`src/rtl/aes_ct_collector.sv`:
```
// Ciphertext collector for the pipelined AES core. It tracks which pipeline slots are valid,
// captures each ciphertext after LATENCY edges, and throttles issue using FIFO credits.
module aes_ct_collector #(
  parameter int LATENCY = 11,
  parameter int DEPTH   = 16,
  parameter int TAG_W   = 8
) (
  input  logic                     clk,
  input  logic                     reset,
  input  logic                     src_valid,
  input  logic [TAG_W-1:0]         src_tag,
  output logic                     src_ready,
  input  logic [127:0]             ct_in,
  output logic                     out_valid,
  output logic [127:0]             out_data,
  output logic [TAG_W-1:0]         out_tag,
  input  logic                     out_ready,
  output logic [$clog2(DEPTH):0]   level,
  output logic [$clog2(DEPTH):0]   inflight
);

  localparam int AW = $clog2(DEPTH);
  localparam int CW = AW + 1;
  localparam logic [CW:0] CREDITS = (CW+1)'(DEPTH);

  logic [LATENCY-1:0] dl_valid;
  logic [TAG_W-1:0]   dl_tag [LATENCY];

  logic [127:0]       mem_data [DEPTH];
  logic [TAG_W-1:0]   mem_tag  [DEPTH];
  logic [AW-1:0]      wr_ptr;
  logic [AW-1:0]      rd_ptr;

  logic               issue;
  logic               cap;
  logic               pop;
  logic [CW:0]        credit_sum;

  assign issue = src_valid & src_ready;
  assign cap   = dl_valid[LATENCY-1];
  assign pop   = out_valid & out_ready;

  // Credits come from registered counters only, so a same-cycle pop never opens a slot early.
  assign credit_sum = {1'b0, inflight} + {1'b0, level};
  assign src_ready  = credit_sum < CREDITS;
  assign out_valid  = (level != '0);
  assign out_data   = mem_data[rd_ptr];
  assign out_tag    = mem_tag[rd_ptr];

  always_ff @(posedge clk or negedge reset) begin
    if (!reset) begin
      dl_valid <= '0;
    end else begin
      dl_valid[0] <= issue;
      for (int i = 1; i < LATENCY; i++) begin
        dl_valid[i] <= dl_valid[i-1];
      end
    end
  end

  // Tags are only ever consumed alongside a set valid bit, so they need no reset.
  always_ff @(posedge clk) begin
    dl_tag[0] <= src_tag;
    for (int i = 1; i < LATENCY; i++) begin
      dl_tag[i] <= dl_tag[i-1];
    end
  end

  always_ff @(posedge clk) begin
    if (cap) begin
      mem_data[wr_ptr] <= ct_in;
      mem_tag[wr_ptr]  <= dl_tag[LATENCY-1];
    end
  end

  always_ff @(posedge clk or negedge reset) begin
    if (!reset) begin
      wr_ptr   <= '0;
      rd_ptr   <= '0;
      level    <= '0;
      inflight <= '0;
    end else begin
      if (cap) wr_ptr <= wr_ptr + 1'b1;
      if (pop) rd_ptr <= rd_ptr + 1'b1;

      case ({cap, pop})
        2'b10:   level <= level + 1'b1;
        2'b01:   level <= level - 1'b1;
        default: level <= level;
      endcase

      case ({issue, cap})
        2'b10:   inflight <= inflight + 1'b1;
        2'b01:   inflight <= inflight - 1'b1;
        default: inflight <= inflight;
      endcase
    end
  end

endmodule
```
`config.mk`:
```
export PLATFORM = sky130hd
export DESIGN_NAME = aes_ct_collector
export DESIGN_NICKNAME = d
export VERILOG_FILES = /design/src/rtl/aes_ct_collector.sv
export SDC_FILE = /design/constraint.sdc
export NUM_CORES = 2
export LEC_CHECK = 0
export BUFFER_PORTS_ARGS = -buffer_cell sky130_fd_sc_hd__buf_2
export CAP_MARGIN = 10
export CORE_MARGIN = 4
export CORE_UTILIZATION = 50
export CTS_CLUSTER_DIAMETER = 50
export DETAILED_ROUTE_END_ITERATION = 7
export PLACE_DENSITY_LB_ADDON = 0.2
export SLEW_MARGIN = 10
export SYNTH_ARGS = -nofsm -noshare
export SYNTH_HDL_FRONTEND = slang
export SYNTH_SLANG_ARGS = --single-unit
```
`constraint.sdc`:
```
create_clock -name clk -period 26.7 [get_ports clk]
set_input_delay 2.67 -clock clk [delete_from_list [all_inputs] [get_ports clk]]
set_output_delay 2.67 -clock clk [all_outputs]
set_load 0.1 [all_outputs]
```
* Yosys cells after proc, flatten, opt, wreduce, memory -nomap -nowiden *
Memories as Yosys holds them, arrays and structs flattened.
Index checks and enable logic that the tools add are counted.

storage, ports and cells
  register bits = 29
  memory bits (writable) = 2264
  bits of input ports = 140
  word-level logic and storage cells = 29
  memories kept = 3

cells by class
  add/sub/neg operators = 7
  $lt $le $gt $ge = 1
  equality and inequality tests = 4
  mux-type cells = 4
  bitwise logic cells = 2
  reduce and logical (&&, ||, !) cells = 3

memory list
  name      words  width  read ports  clocked after memory_dff  wr ports  RTL line  RTL
  mem_data  16     128    1           0                         1         29        logic [127:0] mem_data [DEPTH];
  mem_tag   16     8      1           0                         1         30        logic [TAG_W-1:0] mem_tag [DEPTH];
  dl_tag    11     8      11          0                         11        27        logic [TAG_W-1:0] dl_tag [LATENCY];

operator list
  kind                                                 number
  one-hot mux 5 bit (2 select lines)                   2
  adder 5 x 1 -> 5 bit (second input constant)         2
  subtractor 5 x 1 -> 5 bit (second input constant)    2
  adder 4 x 1 -> 4 bit (second input constant)         2
  adder 5 x 5 -> 6 bit                                 1
  < comparator 6 x 5 -> 1 bit (second input constant)  1
  nonzero test 5 bit                                   1
  == test 2 x 1 -> 1 bit (second input constant)       2
  == test 2 bit (second input constant)                2
  nonzero test 2 bit                                   2
  bitwise AND 1 bit                                    2
  two-way mux 1 bit                                    2

* Depth between registers and ports, before layout *
  depth in word-level cells = 5
  mapped depth = 11
  mapped depth without buffers = 11

* Worst setup path before layout *
Ideal clock, no wire load.

  path type = reg2reg
  from = register dl_valid[10]
  to = memory mem_data[4][0] (enable)
  setup time = 0.826 ns
  arrival time = 10.563 ns
  path slack = 15.312 ns
  stages on the path, launching flop included = 4
  path buffers = 1
  cells stage by stage = dfrtp_1 clkbuf_1 nand2_1 nor3b_1

between the ends
  longest elaborated chain between the ends = 2

ends and longest elaborated chain
  what                                     RTL line  RTL
  start: declaration                       26        logic [LATENCY-1:0] dl_valid;
  start signal: indexed assignment         56        dl_valid[i] <= dl_valid[i-1];
  two-way mux 1 bit                        70        if (cap) begin
  two-way mux 1 bit (implied by the code)  71        mem_data[wr_ptr] <= ct_in;
  end: declaration                         29

Every way passes these cells.

* Worst setup path after layout *
  from = register rd_ptr[0]
  to = output port out_data[109]

between the ends
  longest elaborated chain between the ends = 1

ends and longest elaborated chain
  what                      RTL line  RTL
  start: declaration        32        logic [AW-1:0] rd_ptr;
  start signal: assignment  84        if (pop) rd_ptr <= rd_ptr + 1'b1;
  memory (16 x 128 bit)     --
  end: declaration          15        output logic [127:0] out_data,

Every way passes these cells.

==> impl_metrics.tcl <==
set metrics [dict create \
    start_util_pct 50.25 \
    synth.lib_cells_used.distinct 40 \
    period_minus_slack_ps 8359 \
    antenna_left 0 \
    syn-mean-instance-area_um2 23.18 \
    synthToLayoutAreaGrowth_pct 13.25 \
    setup_fix_buffers_added_after_clock_tree_synthesis 0 \
    hold_path.class "flip-flop to flip-flop" \
    cts_max_path_buffers 3 \
    gpl.final_weighted_congestion 0.7095 \
    placementRows 151 \
    number_of_instances_in_the_synthesized_netlist 3666 \
    dieHeight_um 420.3 \
    io_pins 288 \
    firstDrtPassIters 5 \
    synthDominantCellAreaShare_pct 76.89 \
    yosysSeqAreaShare_pct 79.82 \
    final.fill_count 12230 \
    critical_path_arrival_ps 5690 \
    grt_setup_unrepaired "false" \
    cts.clk_slew.worst_paths_ps 70 \
    category_of_the_worst_setup_path_capture_point "primary output" \
    core_area_mm2 0.1691 \
    worst-setup-path-type "flip-flop to primary output" \
    synth-edff-count 2176 \
    timing.final.hold_violations 0 \
    clock_insertion_delay_worst_skew_ps 840 \
    required_ps 24030 \
    relSlewSlack_pct 15.99 \
    die-width_um 420.3 \
    via_count 38940 \
    place.detailed.hpwl_um 92470 \
    avgRoutedWirePerCell_um 29.44 \
    numCtsBuffers 223 \
    antenna_violations_before_repair 46 \
    numClockSinks 2293 \
    synth_most_common_cell "sky130_fd_sc_hd__edfxtp_1" \
    outcome "completed" \
    io_buffer_count 287 \
    finalNonFillerCells 6483 \
    design_area_mm2 0.09623 \
    routed_wirelength_um 190900 \
    setup_tns_ps 0 \
    gr-usage-all-layers_pct 21.89 \
    timing.critical_path.from_type "flip-flop" \
    place_area_mm2 0.08874 \
    synth_nets 3825 \
    largest_net_degree_at_the_start_of_global_routing 141 \
    nets 4215 \
    cts.root.buffer_cell "sky130_fd_sc_hd__clkbuf_16" \
    layout_worst_path_cycle_share_pct 31.31 \
    dieArea_mm2 0.1766 \
    finalSetupViolations 0 \
    grt_overflow 0 \
    drcViolationCount 0 \
    syn_area_mm2 0.08498 \
    utilization_pct 56.91 \
    synth_top_cell_by_area "sky130_fd_sc_hd__edfxtp_1" \
    synth.area.top_cells "sky130_fd_sc_hd__edfxtp_1, sky130_fd_sc_hd__mux4_2, sky130_fd_sc_hd__a22oi_1" \
    synth.yosys.warnings 0 \
    report.final.slew_viol_count 0 \
    leakage_power_nw 31.17 \
    synth_top_cells_by_count "sky130_fd_sc_hd__edfxtp_1, sky130_fd_sc_hd__mux4_2, sky130_fd_sc_hd__a22oi_1, sky130_fd_sc_hd__nand2_1, sky130_fd_sc_hd__mux2i_1" \
    worst_vdd_rail_ir_drop_mv 0.1371 \
    post_cts_hold_buffer_count 0 \
    setup.reg_to_reg.worst_slack_ps 22320 \
    drive_above_1_share_pct 28.82 \
    post_cts_resize_count 0 \
    fmaxAchievable_ghz 0.1196 \
    cts_tree "done" \
    post-place-cells 6049 \
    ctsHtreeMaxLevel 4 \
    cellPowerDensity_mw_per_mm2 121.0 \
    wire_length_of_the_first_global_routing_pass_um 280100 \
    tightest_slew_ps 1255 \
    worst_clock_skew_ps 22.13 \
    maxcap_violations 0 \
    holdWs_ps 313.4 \
    yosys_register_bits 2293 \
    postSynth.topFlopCell "sky130_fd_sc_hd__edfxtp_1" \
    critical_path.max_fanout 48 \
    first_global_vias 40700 \
    asyncSetResetFlopFracSynth_pct 1.265 \
    vias_per_cell 6.006 \
    drt-initial-drc-count 3753 \
]
==> critical path, stage by stage, from the launching register on <==
cell	delay, ps
sky130_fd_sc_hd__dfrtp_4	870
sky130_fd_sc_hd__buf_4	800
sky130_fd_sc_hd__buf_4	890
sky130_fd_sc_hd__buf_4	880
sky130_fd_sc_hd__mux4_2	600
sky130_fd_sc_hd__a22oi_1	200
sky130_fd_sc_hd__nand2_1	170
sky130_fd_sc_hd__buf_2	330
==> sequential cells by signal, summed over array words and instances (netlist names) <==
register	cells
mem_tag	128
mem_data	2048
level	5
dl_valid	11
rd_ptr	4
inflight	5
dl_tag	88
wr_ptr	4
==> cells in the final DEF, fill, tap and decap left out, types with 6 or more instances in the layout <==
cell,netlist,layout
sky130_fd_sc_hd__a21o_1,9,9
sky130_fd_sc_hd__clkinv_1,0,33
sky130_fd_sc_hd__o21ai_0,9,9
sky130_fd_sc_hd__and3_4,0,8
sky130_fd_sc_hd__dfxtp_1,88,88
sky130_fd_sc_hd__a21oi_1,10,10
sky130_fd_sc_hd__ha_1,17,17
sky130_fd_sc_hd__clkinvlp_4,0,9
sky130_fd_sc_hd__clkbuf_8,0,16
sky130_fd_sc_hd__buf_12,0,9
sky130_fd_sc_hd__nand2_1,140,140
sky130_fd_sc_hd__clkbuf_16,0,227
sky130_fd_sc_hd__mux4_2,496,496
sky130_fd_sc_hd__nor2_1,10,8
sky130_fd_sc_hd__nand3_1,33,33
sky130_fd_sc_hd__a22o_1,6,6
sky130_fd_sc_hd__clkinv_8,0,6
sky130_fd_sc_hd__inv_1,7,7
sky130_fd_sc_hd__buf_2,73,287
sky130_fd_sc_hd__bufinv_16,0,21
sky130_fd_sc_hd__xnor2_1,10,10
sky130_fd_sc_hd__mux2i_1,90,90
sky130_fd_sc_hd__mux2_2,9,9
sky130_fd_sc_hd__edfxtp_1,2176,2176
sky130_fd_sc_hd__o22ai_1,16,16
sky130_fd_sc_hd__clkbuf_1,39,53
sky130_fd_sc_hd__inv_16,0,6
sky130_fd_sc_hd__inv_6,0,6
sky130_fd_sc_hd__buf_4,35,59
sky130_fd_sc_hd__dfrtp_1,29,25
sky130_fd_sc_hd__a22oi_1,266,266
sky130_fd_sc_hd__diode_2,0,15
sky130_fd_sc_hd__clkinv_2,0,33
==> cells by family after synthesis <==
family / count (synthesis) / synth area share (%)
flops: 2293 / 79.82
fa+ha+maj: 19 / 0.2974
buf+inv: 197 / 1.450
xor+xnor: 12 / 0.1237
simple gates: 229 / 1.203
mux: 595 / 14.33
compound gates: 321 / 2.778
==> cell type report <==
cell class,instances,area [um2],area share [%]
Sequential cell,2293,67840,70.50
Multi-Input combinational cell,1176,16030,16.66
Clock buffer,296,6100,6.338
Tap cell,2218,2775,2.884
Timing Repair Buffer,355,2059,2.140
Clock inverter,123,1360,1.413
Antenna cell,15,37.54,0.03901
Inverter,7,26.28,0.02730
==> worst paths after layout <==
check | start | end | depth (start not counted)
max in group asynchronous | reset | rd_ptr[1]$_DFFE_PN0N_ | 1
setup reg to reg | wr_ptr[0]$_DFFE_PN0P_ | mem_data[6][93]$_DFFE_PP_ | 6
setup / recovery | rd_ptr[0]$_DFFE_PN0N_ | out_data[109] | 7
min in group asynchronous | reset | level[3]$_DFFE_PN0P_ | 1
hold / removal | dl_tag[1][2]$_DFF_P_ | dl_tag[2][2]$_DFF_P_ | 0
hold reg to reg | dl_tag[1][2]$_DFF_P_ | dl_tag[2][2]$_DFF_P_ | 0
==> metal layers <==
metal	share of wire (%)	global-route usage (%)	up-vias
li1	-	-	16380
met1	42	31.04	21110
met2	50	36.04	1128
met3	5.5	3.660	299
met4	2.1	5.361	16
met5	0.054	0	-
==> power breakdown <==
group | internal [W] | total [W] | switching (W)
clock | 0.00182 | 0.00315 | 0.00133
sequential | 0.00411 | 0.00422 | 0.000108
combinational | 0.00115 | 0.00427 | 0.00312
total | 0.00708 | 0.0116 | 0.00455
==> metrics by stage <==
step	setup slack, ps	power [W]
global placement	18980	0.008618
CTS	18010	0.01178
detailed placement	18960	0.008639
floorplan	15310	0.007726
global route	17660	0.01210
finish	18340	0.01164
Note: power is estimated with default switching activity, not from simulation.
